$ cat src/rtl/draw_rect_ctrl.sv
// ============================================================================
// draw_rect_ctrl : sequences a line drawer to render outline or filled rects
// Revision 1.0
// ============================================================================
`default_nettype none

module draw_rect_ctrl #(
    parameter int RISE_TIMEOUT = 4
) (
    input  logic       clk,
    input  logic       rst_n,
    input  logic [7:0] start_x_pos,
    input  logic [6:0] start_y_pos,
    input  logic [6:0] rect_width,
    input  logic [6:0] rect_height,
    input  logic       fill,
    input  logic       start_rect,
    input  logic       line_running,
    output logic       line_start,
    output logic [7:0] line_x_pos,
    output logic [6:0] line_y_pos,
    output logic [7:0] line_x_length,
    output logic [7:0] line_y_length,
    output logic       busy,
    output logic       done
);

    localparam int TW = $clog2(RISE_TIMEOUT + 1);

    typedef enum logic [2:0] {
        IDLE      = 3'd0,
        ISSUE     = 3'd1,
        WAIT_RISE = 3'd2,
        WAIT_FALL = 3'd3,
        NEXT      = 3'd4
    } state_t;

    state_t      state, state_next;
    logic [7:0]  rect_x;
    logic [6:0]  rect_y, rect_w, rect_h;
    logic        rect_fill;
    logic [6:0]  line_idx;
    logic [TW-1:0] rise_cnt;
    logic        load_geo;
    logic        last_line;

    // Geometry source: raw inputs for the first line, latched copy afterwards
    logic [7:0]  sel_x;
    logic [6:0]  sel_y, sel_w, sel_h, sel_k;
    logic        sel_fill;
    logic [7:0]  geo_x, geo_xl, geo_yl, x_plus_w;
    logic [6:0]  geo_y, y_plus_h, y_plus_k;

    assign last_line = rect_fill ? (line_idx == rect_h)
                     : ((rect_w == 7'd0) || (rect_h == 7'd0)) ? (line_idx == 7'd1)
                     : (line_idx == 7'd3);

    assign line_start = (state == ISSUE);
    assign done       = (state == NEXT) && last_line;
    assign busy       = (state != IDLE) && !done;

    always_comb begin
        state_next = state;
        load_geo   = 1'b0;
        case (state)
            IDLE: begin
                if (start_rect) begin
                    state_next = ISSUE;
                    load_geo   = 1'b1;
                end
            end
            ISSUE:     state_next = WAIT_RISE;
            WAIT_RISE: begin
                if (line_running)
                    state_next = WAIT_FALL;
                else if (rise_cnt == TW'(RISE_TIMEOUT - 1))
                    state_next = NEXT;
            end
            WAIT_FALL: begin
                if (!line_running)
                    state_next = NEXT;
            end
            NEXT: begin
                if (last_line) begin
                    state_next = IDLE;
                end else begin
                    state_next = ISSUE;
                    load_geo   = 1'b1;
                end
            end
            default:   state_next = IDLE;
        endcase
    end

    always_comb begin
        sel_x    = (state == IDLE) ? start_x_pos : rect_x;
        sel_y    = (state == IDLE) ? start_y_pos : rect_y;
        sel_w    = (state == IDLE) ? rect_width  : rect_w;
        sel_h    = (state == IDLE) ? rect_height : rect_h;
        sel_fill = (state == IDLE) ? fill        : rect_fill;
        sel_k    = (state == IDLE) ? 7'd0        : line_idx + 7'd1;
        x_plus_w = sel_x + {1'b0, sel_w};
        y_plus_h = sel_y + sel_h;
        y_plus_k = sel_y + sel_k;
        geo_x    = sel_x;
        geo_y    = sel_y;
        geo_xl   = 8'd0;
        geo_yl   = 8'd0;
        if (sel_fill) begin
            geo_y  = y_plus_k;
            geo_xl = {1'b0, sel_w};
        end else begin
            // Negative lengths only carry the sign bit when the magnitude is nonzero
            case (sel_k[1:0])
                2'd0: geo_xl = {1'b0, sel_w};
                2'd1: begin
                    geo_x  = x_plus_w;
                    geo_yl = {1'b0, sel_h};
                end
                2'd2: begin
                    geo_x  = x_plus_w;
                    geo_y  = y_plus_h;
                    geo_xl = {|sel_w, sel_w};
                end
                default: begin
                    geo_y  = y_plus_h;
                    geo_yl = {|sel_h, sel_h};
                end
            endcase
        end
    end

    always_ff @(posedge clk) begin
        if (!rst_n) begin
            state         <= IDLE;
            rect_x        <= 8'd0;
            rect_y        <= 7'd0;
            rect_w        <= 7'd0;
            rect_h        <= 7'd0;
            rect_fill     <= 1'b0;
            line_idx      <= 7'd0;
            rise_cnt      <= '0;
            line_x_pos    <= 8'd0;
            line_y_pos    <= 7'd0;
            line_x_length <= 8'd0;
            line_y_length <= 8'd0;
        end else begin
            state <= state_next;
            if (state == IDLE && start_rect) begin
                rect_x    <= start_x_pos;
                rect_y    <= start_y_pos;
                rect_w    <= rect_width;
                rect_h    <= rect_height;
                rect_fill <= fill;
                line_idx  <= 7'd0;
            end else if (state == NEXT && !last_line) begin
                line_idx <= line_idx + 7'd1;
            end
            rise_cnt <= (state == WAIT_RISE) ? rise_cnt + TW'(1) : '0;
            if (load_geo) begin
                line_x_pos    <= geo_x;
                line_y_pos    <= geo_y;
                line_x_length <= geo_xl;
                line_y_length <= geo_yl;
            end
        end
    end

endmodule

`default_nettype wire

$ cat config.mk
export PLATFORM = sky130hd
export DESIGN_NAME = draw_rect_ctrl
export DESIGN_NICKNAME = d
export VERILOG_FILES = /design/src/rtl/draw_rect_ctrl.sv
export SDC_FILE = /design/constraint.sdc
export NUM_CORES = 1
export LEC_CHECK = 0
export CAP_MARGIN = 0
export CORE_ASPECT_RATIO = 1.1
export CORE_MARGIN = 3
export CORE_UTILIZATION = 55
export CTS_BUF_LIST = sky130_fd_sc_hd__clkbuf_4 sky130_fd_sc_hd__clkbuf_8 sky130_fd_sc_hd__clkbuf_16
export DETAILED_ROUTE_END_ITERATION = 12
export PLACE_DENSITY_LB_ADDON = 0.25
export SYNTH_ARGS = -nofsm -noshare
export SYNTH_HDL_FRONTEND = slang
export SYNTH_SLANG_ARGS = --single-unit
$ cat constraint.sdc
create_clock -name clk -period 4.05 [get_ports clk]
set_clock_uncertainty 0.05 [all_clocks]
set_input_delay 1.215 -clock clk [delete_from_list [all_inputs] [get_ports clk]]
set_output_delay 1.215 -clock clk [all_outputs]
set_load 0.02 [all_outputs]
==> results.txt <==
----------------------------------------------------
[Outcome]
  Result of the run ... completed

[Critical path]
  Maximum fanout encountered on the critical timing path ... 5
  Data arrival time of the worst path ... between 2 and 3 ns
  Critical Setup Path Class ... flop to output port
  Critical path's largest stage delay ... approximately 0.5 ns
  Kind of launch point of the worst setup path ... flop
  CP Data Required Time ... between 2 and 3 ns
  Buf/Inv on CP ... 1
  Cell occurring most often along the worst timing path ... sky130_fd_sc_hd__or4_1
  Kind of end point of the critical path ... output port
  CP delay by family, top ... simple AND/OR/NAND/NOR gates
  Worst path cell trace ... or4_1 -> or4_1 -> and3b_4 -> nor4_2 -> and2_1 -> dlygate4sd2_1
  Worst-path cell with the longest stage delay ... sky130_fd_sc_hd__or4_1

[Die]
  Top-level I/O count ... approximately 70
  Die Y ... between 100 and 150 um
  Die area ... approximately 9300 sq um
  Floorplan row count ... 34
  Core area ... 7960 sq um
  Initial core utilization ... 0.568
  Die span in x ... 92.4 um

[Yosys]
  Count of mapped cells out of synthesis ... about 600
  Sequential-to-total area share from yosys stat ... 0.328
  Post-synthesis async set-or-reset flop share ... 0
  Count of warnings emitted by yosys ... 0
  Average instance area after synthesis ... around 7.6 sq um
  Syn_nets ... about 660
  Cell area after technology mapping ... about 4500 sq um
  Flops & latches, synth ... 74
  Count of cell types in the netlist ... between 50 and 60
  EDFF count, synth ... 0
  Most used DFF post-synth ... sky130_fd_sc_hd__dfxtp_1

[STA]
  Setup tns final ... 0 ns
  Tmin final ... 4.00 ns
  Hold WS ... between 0.3 and 0.4 ns
  Timing-limited maximum frequency ... between 200 and 250 MHz
  Final count of hold timing violations ... 0
  Endpoints failing setup ... 0
  Final count of pins violating max slew ... 0
  Minimum setup slack in the final design ... ~0.048 ns
  Portion of the clock cycle consumed by the worst path in the final layout ... 0.988
  Transition time of the tightest slew-check pin ... around 0.76 ns
  Worst rel slew slack ... 0.494

[CTS]
  CTS tree ... done
  Clock Sinks ... 74
  Number of hold-repair buffers added at the cts stage ... 0
  TritonCTS buffer count ... 9
  Bufs on Longest Clock Path ... 2
  Clk slew on worst S/H paths ... about 0.08 ns
  Depth of the CTS H-tree ... 3
  Root Driver ... sky130_fd_sc_hd__clkbuf_8
  Insertion delay of the later-clocked pin in the worst-skew pair ... about 0.36 ns

[Routing]
  DRC violations left ... 0
  Antenna-violating nets left ... 0
  Detailed Route WL ... 12400 um
  Initial DRT Pass Iterations ... 5
  DRC marker count from the first detailed-route iteration ... about 350
  Via count normalized by instance count ... 5.83
  Mean routed wirelength per cell ... approximately 16 um
  Via count ... between 4000 and 5000

[Pwr]
  Clock Power Share ... 0.283
  Switching Power ... slightly above 800 uW
  Relative contribution of combinational cells to total power ... 0.343
  Worst supply voltage drop on vdd ... 0.226 mV
  Switching portion of total power ... 0.367
  Sequential power share ... 0.374
  Total power ... ~2.2 mW
  Power Internal ... between 1 and 1.5 mW
  Ratio of total power to cell area ... between 300 and 400 nW/um^2
  Leak ... between 2 and 2.5 nW

[Finish]
  Utilization after layout ... 0.694
  Commonest non-fill, non-tap cell in the layout ... sky130_fd_sc_hd__nand2_1
  Share of layout cells above drive strength 1 ... 0.0664
  Antenna Cells ... 0
  NumNets Final ... 719
  Final std cell area, no fill ... roughly 5500 sq um
  Area added between synthesis and finish ... 22.2%
  Most used cells in the layout excluding fill and tap cells ... 144 x sky130_fd_sc_hd__nand2_1, 74 x sky130_fd_sc_hd__dfxtp_1, 72 x sky130_fd_sc_hd__a21oi_1, 65 x sky130_fd_sc_hd__clkdlybuf4s50_1, 31 x sky130_fd_sc_hd__nor2_1
  Count of placed standard cells in the final layout, fillers left out ... approximately 770
  Number of fill cells ... 684

[Placed design]
  Final GP Congestion ... between 0.9 and 1
  Number of I/O port buffers ... 67
  Area of placed instances ... about 5300 sq um
  Pre-CTS setup slack ... -0.0619 ns
  Post-DP HPWL ... a little under 9000 um
  Cell total after placement ... between 700 and 800

[Worst hold path]
  Path type of the worst min-delay path ... flop to flop

[Global route]
  Initial antenna violation count ... 0
  Sum of overflow across all layers after global routing ... 0
  Via count of the first global-routing pass ... about 4200
  Global-route wire length before repair ... a little under 20000 um
  GRT Util Overall ... 0.265
  Largest net degree at the start of global routing ... 43

[Flow run]
  Count of max-cap constraint violations ... 0

----------------------------------------------------
-- path summary, 6_finish.rpt --
path,start,endpoint,slack [ns],cells past startpoint
setup / recovery,rect_h[6],done,0.05,6
hold / removal,rise_cnt[0],rise_cnt[0],0.38,1
setup reg to reg,state[0],line_y_pos[6],0.49,12
hold reg to reg,rise_cnt[0],rise_cnt[0],0.38,1
-- routing by layer --
layer / global-route usage / vias to the layer above / wire [um]
met3: 0.0351 / 31 / 1010
met1: 0.348 / 2067 / 5230
met5: 0 / - / 0
met4: 0.118 / 0 / 347
li1: - / 2201 / -
met2: 0.435 / 195 / 5800
-- flip-flops by register name, indices dropped and copies added, names as in the netlist, 3 cells and up --
signal,cells
line_x_pos,8
state,3
line_x_length,8
rise_cnt,3
line_idx,7
rect_w,7
rect_x,8
line_y_pos,7
line_y_length,8
rect_h,7
rect_y,7
-- worst reg2reg max path: cells and delay by family (launching register included) --
family / cells / cell delay, ns
xor gates and xnor gates: 1 / 0.15
AOI/OAI and AO/OA: 5 / 1.18
muxes: 1 / 0.09
DFF: 1 / 0.40
and+or+nand+nor: 3 / 0.94
adders and majority gates: 2 / 0.66
-- timing repair --
item	4_1_cts	5_1_grt
endpoints found under the setup margin	2	2
pin swaps	0	1
buffers inserted	0	0
resized for setup	2	3
-- cells by family (layout without fill, tap and decap cells) --
logic type                 after synthesis  count (layout)  synth area share
DFF                                     74              74             0.328
xor gates and xnor gates                22              22            0.0427
adders and majority gates               30              30            0.0848
AOI/OAI and AO/OA                      150             150             0.206
buffers and inverters                   53             118            0.0496
muxes                                   18              18            0.0399
and+or+nand+nor                        251             251             0.250
-- cell usage after synthesis (11+ instances only) --
master / n / area, sq um
sky130_fd_sc_hd__nand2_1: 144 / 541
sky130_fd_sc_hd__dfxtp_1: 74 / 1480
sky130_fd_sc_hd__a21oi_1: 72 / 360
sky130_fd_sc_hd__nor2_1: 31 / 116
sky130_fd_sc_hd__clkbuf_1: 27 / 101
sky130_fd_sc_hd__ha_1: 25 / 313
sky130_fd_sc_hd__o21ai_0: 25 / 125
sky130_fd_sc_hd__mux2i_1: 18 / 180
sky130_fd_sc_hd__inv_1: 17 / 63.8
sky130_fd_sc_hd__or3_1: 13 / 81.3
sky130_fd_sc_hd__xnor2_1: 12 / 105
sky130_fd_sc_hd__nor2b_1: 11 / 68.8
sky130_fd_sc_hd__nor3_1: 11 / 55.1
-- power groups by stage --
stage          clock [mW]  sequential (mW)  combinational [mW]
2_1_floorplan           0            0.859               0.466
3_3_place_gp            0            0.833               0.720
3_5_place_dp            0            0.836               0.736
4_1_cts             0.625            0.819               0.743
5_1_grt             0.654            0.827               0.821
6_report            0.622            0.820               0.754
-- final cells by class --
cell class | instances | area [sq um] | share of cell area
Multi-Input combinational cell | 471 | 2820 | 0.512
Clock inverter | 7 | 82.6 | 0.0150
Sequential cell | 74 | 1480 | 0.268
Clock buffer | 9 | 124 | 0.0224
Inverter | 18 | 67.6 | 0.0122
Tap cell | 108 | 135 | 0.0245
Timing Repair Buffer | 84 | 805 | 0.146
(Power assumes the default switching activity.)
